$ cat src/rtl/alu_pkg.sv
`default_nettype none
// ============================================================================
// Module      : alu_pkg
// Description : Shared constants for the MIPS execution ALU. Holds the 4-bit
//               operation codes produced by ALU control and the state
//               encoding of the execution unit's controller.
// Revision    : 1.0 - initial release
// ============================================================================
package alu_pkg;

    // Operation codes, shared with ALU control
    localparam logic [3:0] ALU_AND   = 4'b0000;
    localparam logic [3:0] ALU_OR    = 4'b0001;
    localparam logic [3:0] ALU_ADD   = 4'b0010;
    localparam logic [3:0] ALU_SUB   = 4'b0110;
    localparam logic [3:0] ALU_SLT   = 4'b0111;
    localparam logic [3:0] ALU_NOR   = 4'b1100;
    localparam logic [3:0] ALU_MULTU = 4'b1000;

    // Controller state encoding
    localparam logic [0:0] c_st_idle = 1'b0;
    localparam logic [0:0] c_st_mul  = 1'b1;

endpackage : alu_pkg
`default_nettype wire

$ cat src/rtl/multu_seq.sv
`default_nettype none
// ============================================================================
// Module      : multu_seq
// Description : Iterative unsigned shift-add multiplier core. One iteration
//               per step edge; WIDTH iterations form the full product.
//   clk          in   system clock
//   rst          in   synchronous active-high reset
//   start        in   latch operands, clear accumulator, load count
//   step         in   perform one shift-add iteration
//   multiplicand in   WIDTH-bit operand latched on start
//   multiplier   in   WIDTH-bit operand latched on start
//   done         out  high during the step that completes the product
//   product      out  accumulator value after the current iteration; equals
//                     the full 2*WIDTH-bit product while done is high
// Revision    : 1.0 - initial release
// ============================================================================
module multu_seq #(
    parameter int WIDTH = 32
) (
    input  logic               clk,
    input  logic               rst,
    input  logic               start,
    input  logic               step,
    input  logic [WIDTH-1:0]   multiplicand,
    input  logic [WIDTH-1:0]   multiplier,
    output logic               done,
    output logic [2*WIDTH-1:0] product
);

    localparam int CW = $clog2(WIDTH + 1);

    logic [WIDTH-1:0]   r_mcand;
    logic [WIDTH-1:0]   r_mplier;
    logic [2*WIDTH-1:0] r_acc;
    logic [CW-1:0]      r_count;

    logic [WIDTH-1:0]   w_addend;
    logic [WIDTH:0]     w_sum;
    logic [2*WIDTH-1:0] w_acc_next;

    // Add into the upper half keeping the carry, then shift the
    // {carry, accumulator} pair right by one; the lowest bit falls off.
    assign w_addend   = r_mplier[0] ? r_mcand : '0;
    assign w_sum      = {1'b0, r_acc[2*WIDTH-1:WIDTH]} + {1'b0, w_addend};
    assign w_acc_next = {w_sum, r_acc[WIDTH-1:1]};

    // The iteration that takes count from 1 to 0 is the last one, so its
    // combinational result is already the final product.
    assign done    = step && (r_count == CW'(1));
    assign product = w_acc_next;

    always_ff @(posedge clk) begin
        if (rst) begin
            r_mcand  <= '0;
            r_mplier <= '0;
            r_acc    <= '0;
            r_count  <= '0;
        end else if (start) begin
            r_mcand  <= multiplicand;
            r_mplier <= multiplier;
            r_acc    <= '0;
            r_count  <= CW'(WIDTH);
        end else if (step) begin
            r_acc    <= w_acc_next;
            r_mplier <= r_mplier >> 1;
            r_count  <= r_count - CW'(1);
        end
    end

endmodule : multu_seq
`default_nettype wire

$ cat src/rtl/alu_exec_unit.sv
`default_nettype none
// ============================================================================
// Module      : alu_exec_unit
// Description : Registered execution ALU. Single-cycle ops return one cycle
//               after issue; MULTU runs WIDTH iterations in multu_seq and
//               writes HI/LO on completion.
//   clk         in   system clock
//   rst         in   synchronous active-high reset
//   in_valid    in   operation issued this cycle (ignored while busy)
//   Alu_Signal  in   4-bit op code from ALU control
//   A, B        in   WIDTH-bit operands
//   busy        out  multiply in progress
//   out_valid   out  one-cycle pulse, result/zero valid
//   result      out  registered result (LO for MULTU)
//   zero        out  result == 0, registered with result
//   hi, lo      out  product words of the last completed MULTU
// Revision    : 1.0 - initial release
// ============================================================================
module alu_exec_unit
    import alu_pkg::*;
#(
    parameter int WIDTH = 32
) (
    input  logic             clk,
    input  logic             rst,
    input  logic             in_valid,
    input  logic [3:0]       Alu_Signal,
    input  logic [WIDTH-1:0] A,
    input  logic [WIDTH-1:0] B,
    output logic             busy,
    output logic             out_valid,
    output logic [WIDTH-1:0] result,
    output logic             zero,
    output logic [WIDTH-1:0] hi,
    output logic [WIDTH-1:0] lo
);

    logic [0:0]         r_state;
    logic               r_out_valid;
    logic [WIDTH-1:0]   r_result;
    logic               r_zero;
    logic [WIDTH-1:0]   r_hi;
    logic [WIDTH-1:0]   r_lo;

    logic               w_accept;
    logic               w_start;
    logic               w_step;
    logic               w_mul_done;
    logic [2*WIDTH-1:0] w_product;
    logic [WIDTH-1:0]   w_alu;
    logic               w_slt;

    assign w_accept = in_valid && (r_state == c_st_idle);
    assign w_start  = w_accept && (Alu_Signal == ALU_MULTU);
    assign w_step   = (r_state == c_st_mul);

    assign w_slt = $signed(A) < $signed(B);

    // Unlisted codes fall through to zero so the datapath still gets a
    // response and never stalls.
    always_comb begin
        w_alu = '0;
        case (Alu_Signal)
            ALU_AND: w_alu = A & B;
            ALU_OR:  w_alu = A | B;
            ALU_ADD: w_alu = A + B;
            ALU_SUB: w_alu = A - B;
            ALU_SLT: w_alu = {{(WIDTH-1){1'b0}}, w_slt};
            ALU_NOR: w_alu = ~(A | B);
            default: w_alu = '0;
        endcase
    end

    multu_seq #(
        .WIDTH        (WIDTH)
    ) u_multu_seq (
        .clk          (clk),
        .rst          (rst),
        .start        (w_start),
        .step         (w_step),
        .multiplicand (A),
        .multiplier   (B),
        .done         (w_mul_done),
        .product      (w_product)
    );

    always_ff @(posedge clk) begin
        if (rst) begin
            r_state     <= c_st_idle;
            r_out_valid <= 1'b0;
            r_result    <= '0;
            r_zero      <= 1'b0;
            r_hi        <= '0;
            r_lo        <= '0;
        end else begin
            r_out_valid <= 1'b0;
            case (r_state)
                c_st_idle: begin
                    if (w_start) begin
                        r_state <= c_st_mul;
                    end else if (w_accept) begin
                        r_result    <= w_alu;
                        r_zero      <= (w_alu == '0);
                        r_out_valid <= 1'b1;
                    end
                end
                c_st_mul: begin
                    if (w_mul_done) begin
                        r_hi        <= w_product[2*WIDTH-1:WIDTH];
                        r_lo        <= w_product[WIDTH-1:0];
                        r_result    <= w_product[WIDTH-1:0];
                        r_zero      <= (w_product[WIDTH-1:0] == '0);
                        r_out_valid <= 1'b1;
                        r_state     <= c_st_idle;
                    end
                end
                default: r_state <= c_st_idle;
            endcase
        end
    end

    // busy comes straight from the state register, never from in_valid
    assign busy      = (r_state == c_st_mul);
    assign out_valid = r_out_valid;
    assign result    = r_result;
    assign zero      = r_zero;
    assign hi        = r_hi;
    assign lo        = r_lo;

endmodule : alu_exec_unit
`default_nettype wire

$ cat config.mk
export PLATFORM = sky130hd
export DESIGN_NAME = alu_exec_unit
export DESIGN_NICKNAME = d
export VERILOG_FILES = /design/src/rtl/alu_pkg.sv /design/src/rtl/multu_seq.sv /design/src/rtl/alu_exec_unit.sv
export SDC_FILE = /design/constraint.sdc
export NUM_CORES = 1
export LEC_CHECK = 0
export CAP_MARGIN = 20
export CORE_ASPECT_RATIO = 1.25
export CORE_UTILIZATION = 58
export DETAILED_ROUTE_END_ITERATION = 12
export HOLD_SLACK_MARGIN = 0.06
export PLACE_DENSITY = 0.81
export SYNTH_ARGS = -nofsm -noshare
export SYNTH_HDL_FRONTEND = slang
export SYNTH_SLANG_ARGS = --single-unit
$ cat constraint.sdc
create_clock -name clk -period 4.4 [get_ports clk]
set_clock_uncertainty 0.05 [all_clocks]
set_input_delay 0.44 -clock clk [delete_from_list [all_inputs] [get_ports clk]]
set_output_delay 0.44 -clock clk [all_outputs]
set_load 0.02 [all_outputs]
---- Word-level counts from Yosys, hierarchy flattened ----
Cells that the tools add are included.
storage, ports and cells
  register bits after elaboration ......... 233
  input port bits ......................... 71
  logic and storage cells ................. 61
operators by class
  add/sub/neg operators ................... 4
  $lt $le $gt $ge ......................... 1
  eq/ne operators ......................... 10
  muxes and demuxes ....................... 21
  bitwise operators ....................... 4
  reductions and logical operators ........ 10
operator list
  operator             count
  $mux 32              6
  $pmux 32 s6          1
  $logic_not 32->1     2
  $pmux 32 s2          1
  $add 32x32->33       1
  $add 32x32->32       1
  $and 32x32->32       1
  $lt 32x32->1         1
  $not 32->32          1
  $or 32x32->32        1
  $sub 32x32->32       1
  $mux 6               2
  $eq 4x3->1 const B   2
  $eq 4x4->1 const B   2
  $mux 1               8
  $eq 6x1->1 const B   1
  $pmux 1 s2           3
  $sub 6x1->6 const B  1
  $eq 4x1->1 const B   1
  $eq 4x2->1 const B   1
  $logic_not 4->1      1
  $ne 2x2->1 const B   2
  $logic_and 1x1->1    3
  $reduce_and 3->1     1
  5 further kinds      5

---- Logic depth before layout (Yosys ltp) ----
  depth in word-level cells ............... 7
  gate-level depth with buffers ........... 15
  mapped depth without buffers ............ 15

---- Hierarchy ----
A second synthesis with hierarchy kept.
unflattened totals
  cell total of the unflattened synthesis .. 2244
  area total of the unflattened synthesis .. 16993.8 um^2
modules (own cells, without submodules)
  module         instances  cells each  area each (um^2)  seq. area each (um^2)
  alu_exec_unit  1          1424        9893.2            1981.9
  multu_seq      1          820         7100.6            2662.6

---- Least setup slack after synthesis ----
Ideal clock, no wire load.
  path type ............................... in2reg
  start ................................... input A[14]
  end ..................................... register r_zero, in the netlist zero
  setup time .............................. 0.096 ns
  arrival time ............................ 3.491 ns
  data required time ...................... 4.254 ns
  setup slack ............................. 0.764 ns
  stages on the path ...................... 14
  cell sequence ........................... inv_1 ha_1 buf_6 or3_4 or2_4 nor4_4 o31ai_2 a31oi_2 a21oi_1 a211o_1 a2111oi_4 nand4_1 or4_1 o41ai_2
between the ends
  cells in the longest elaborated chain, start to end .. 7
  elaborated cells between the ends (all ways) .. 11
  those cells by class .................... add/sub (2); order compare (1); mux (4); bitwise (3); reduce/logical (1)
ends and longest elaborated chain
  item                                                                    RTL line              RTL
  start, declared                                                         alu_exec_unit.sv:28   input logic [WIDTH-1:0] A,
  parallel branches: the longest is 2 deep, another holds $sub 32x32->32  --
  $pmux 32 s6 *                                                           alu_exec_unit.sv:63   case (Alu_Signal)
  $logic_not 32->1 *                                                      alu_exec_unit.sv:103  r_zero <= (w_alu == '0);
  $mux 1 *                                                                alu_exec_unit.sv:101  end else if (w_accept) begin
  $mux 1 *                                                                alu_exec_unit.sv:99   if (w_start) begin
  $pmux 1 s2 *                                                            alu_exec_unit.sv:97   case (r_state)
  end signal, assigned                                                    alu_exec_unit.sv:103
  end signal, assigned                                                    alu_exec_unit.sv:112  r_zero <= (w_product[WIDTH-1:0] == '0);
  end, declared                                                           alu_exec_unit.sv:41   logic r_zero;
Every way passes the cells marked *. The select of a mux whose other input is x is not followed.
A chain may end at the register's enable or synchronous reset.

---- Final worst setup path ----
  start ................................... register u_multu_seq.r_mplier[0]
  end ..................................... register r_hi[28], in the netlist hi[28]
between the ends
  cells in the longest elaborated chain, start to end .. 2
ends and longest elaborated chain
  item                    RTL line              RTL
  start, declared         multu_seq.sv:33       logic [WIDTH-1:0] r_mplier;
  start signal, assigned  multu_seq.sv:60       r_mplier <= multiplier;
  start signal, assigned  multu_seq.sv:65       r_mplier <= r_mplier >> 1;
  $mux 32                 multu_seq.sv:43       assign w_addend = r_mplier[0] ? r_mcand : '0;
  $add 32x32->33          multu_seq.sv:44       assign w_sum = {1'b0, r_acc[2*WIDTH-1:WIDTH]} + {1'b0, w_addend};
  end signal, assigned    alu_exec_unit.sv:109  r_hi <= w_product[2*WIDTH-1:WIDTH];
  end, declared           alu_exec_unit.sv:42   logic [WIDTH-1:0] r_hi;
No other way between the ends.

==> metrics.cfg <==
[sta]
finalSetupViolCount=3
worstMarginPinSlew_ns=0.988
fin_ws_ns=-0.0783
slew_headroom=0.340
fmaxAchievable_mhz=223
slew_violations=0
rsz0062_at_grt=yes
finalHoldViolCount=0
finalCriticalPeriod_ns=4.48
period_share=1.02

[detailed_routing]
viasPerCell=6.66
wl_per_cell_um=23.6
dr.pass1.iters=8
num_vias=18797
postRouteAntennaNets=0
drt_iter0_drc=2263
wl_um=66500
drc=0

[run]
cap_violations=0

[grt]
grt_start_max_net_pins=70
grt_pass1_wl_um=99000
antenna_found_initial=2
grt_use_total=0.446
grt_overflow=0
grt_pass1_vias=18308

[cts]
clk_pin_slew_worst_paths_ns=0.07
clockRootBuffer=clkbuf_16
clkSinkCount=232
cts_max_level=1
ctsHoldBuffers=0
clock_latency_ns=0.54
cts_setup_buffers=0
cts_inserted_buffers=24
cts_resized=0
cts_buffer_depth=3
cts_tree=yes

[critical_path]
crit_type=register to register
required_ns=4.81
critPathArrivalTime_ns=4.89
worst-path-buf-inv=2
cp_slowest_cell=o41ai_1
reg2reg_slack_ns=-0.08
cp-start-kind=register
cp-end-kind=register
critical-path-top-delay-family=compound AO/OA/AOI/OAI gates
crit_chain=buf_4, and2_1, ha_1, o21a_1, o21ai_0, nand2b_1, nand4_1, a31oi_1, buf_4, a31oi_1, o211a_1, o41ai_1, xnor2_1, nand2_1, a21oi_1
cp_max_fo=25
max_stage_delay_ns=0.56

[layout]
areaGrowthSynthToFinish_pct=27.5
drive_gt1_frac=0.135
nNetsFinal=2668
fin_cells=2821
finish.utilization=0.751
fin_area_mm2=0.0206
final_common_cell=nand2_1
nFillCells=1884
final_cell_mix=nand2_1 (362), a21oi_1 (279), buf_4 (235)

[logic_synthesis]
synth_edf_count=0
ys_types=94
synthFlopType=dfxtp_1
yosys_warnings=0
yosysSeqAreaShare=0.287
synth_area_mm2=0.0162
syn_nets=2375
ys_ff_latch=232
async_flop_share=0
syn-instance-count=2159
syn_area_per_cell_um2=7.50

[place]
io_buffers=169
finalWeightedCongestion=1.00
dp_hpwl_um=46200
postPlaceCellArea_mm2=0.0197
dp.cells=2775
place_ws_ns=-0.467

[outcome]
status=finished, violations left
violations=negative setup slack

[floorplan]
io_pins=170
initial_core_util=0.589
rows=68
dieArea_mm2=0.0286
coreArea_mm2=0.0275
die_w_um=151
dieHeight_um=189

[power]
ir_drop_uv=377
p_leak_nw=8.48
power_density_mw_per_mm2=288

[min_path]
hp-class=primary input to register

==> flip-flops by register name (all words and copies together), names as in the netlist <==
register and cells:
lo 32, hi 32, out_valid 1, result 32, zero 1, u_multu_seq.r_mcand 32, busy 1, u_multu_seq.r_mplier 32
u_multu_seq.r_count 6, u_multu_seq.r_acc 63
==> per-stage QoR <==
stage	hold WS [ns]	setup TNS, ns	total power, mW
floorplan	0.382	0	2.89
global placement	0.388	-0.581	3.53
detailed placement	0.394	-0.882	3.55
CTS	0.342	0	5.89
global route	0.370	-1.17	6.11
finish	0.354	-0.125	5.94
==> report_power, final <==
part	internal, mW	switching (mW)
logic	0.592	0.809
registers	2.13	0.0225
clock network	1.46	0.928
total	4.18	1.76
==> worst reg2reg max path, delay by kind of cell, from the launching register on <==
kind            cells  cell delay, ns
compound gates      7            2.00
simple gates        4            0.87
buf+inv             2            0.50
flops               1            0.49
fa+ha+maj           1            0.26
xor+xnor            1            0.22
==> cell type report <==
type | instances | area, um^2 | area share
inverter | 107 | 402 | 0.0195
antenna | 1 | 2.50 | 0.000121
sequential | 232 | 4650 | 0.225
multi-input combinational | 1678 | 10700 | 0.517
tap | 350 | 438 | 0.0212
timing repair buffer | 409 | 3550 | 0.172
clock buffer | 26 | 628 | 0.0304
clock inverter | 18 | 298 | 0.0144
==> path summary, 6_finish.rpt <==
check | depth (start not counted) | endpoint | from
setup / recovery | 15 | hi[28] | u_multu_seq.r_mplier[0]
hold / removal | 2 | result[0] | rst
setup reg to reg | 15 | hi[28] | u_multu_seq.r_mplier[0]
hold reg to reg | 2 | lo[6] | lo[6]
==> cell usage after synthesis, drive strengths merged, types with 9 or more instances <==
library cell,number,area share
and2,43,0.017
xnor2,24,0.013
a31oi,18,0.0073
dfxtp,232,0.29
nand3,30,0.0093
ha,142,0.11
and3,9,0.0035
a211o,15,0.0081
a22oi,63,0.029
o311ai,11,0.0069
nor2,169,0.039
buf,32,0.0089
o21ai,57,0.018
nand4,19,0.0073
nor3,33,0.010
xor2,10,0.0054
clkbuf,110,0.026
a21oi,279,0.086
nor2b,18,0.0070
o31ai,12,0.0062
o211ai,17,0.0082
inv,107,0.025
nand2,363,0.084
mux2i,44,0.027
o21a,15,0.0070
a21o,30,0.014
a211oi,34,0.016
nand2b,14,0.0054
nor4,25,0.011
o21bai,12,0.0056
o22ai,32,0.012
==> metal layers <==
layer,share of wire,wire length [um],vias up,track usage
met5,0.00035,23,-,0
met4,0.074,4910,2,0.280
met3,0.098,6530,391,0.0954
met2,0.46,30800,1335,0.733
met1,0.36,24200,8788,0.520
li1,-,-,8281,-
==> logic make-up after synthesis <==
| logic type | synth area share |
|---|---|
| buf+inv | 0.0592 |
| mux | 0.0286 |
| xor+xnor | 0.0184 |
| simple gates | 0.217 |
| flops | 0.287 |
| compound gates | 0.277 |
| fa+ha+maj | 0.113 |
Note: power is estimated with default switching activity, not from simulation.
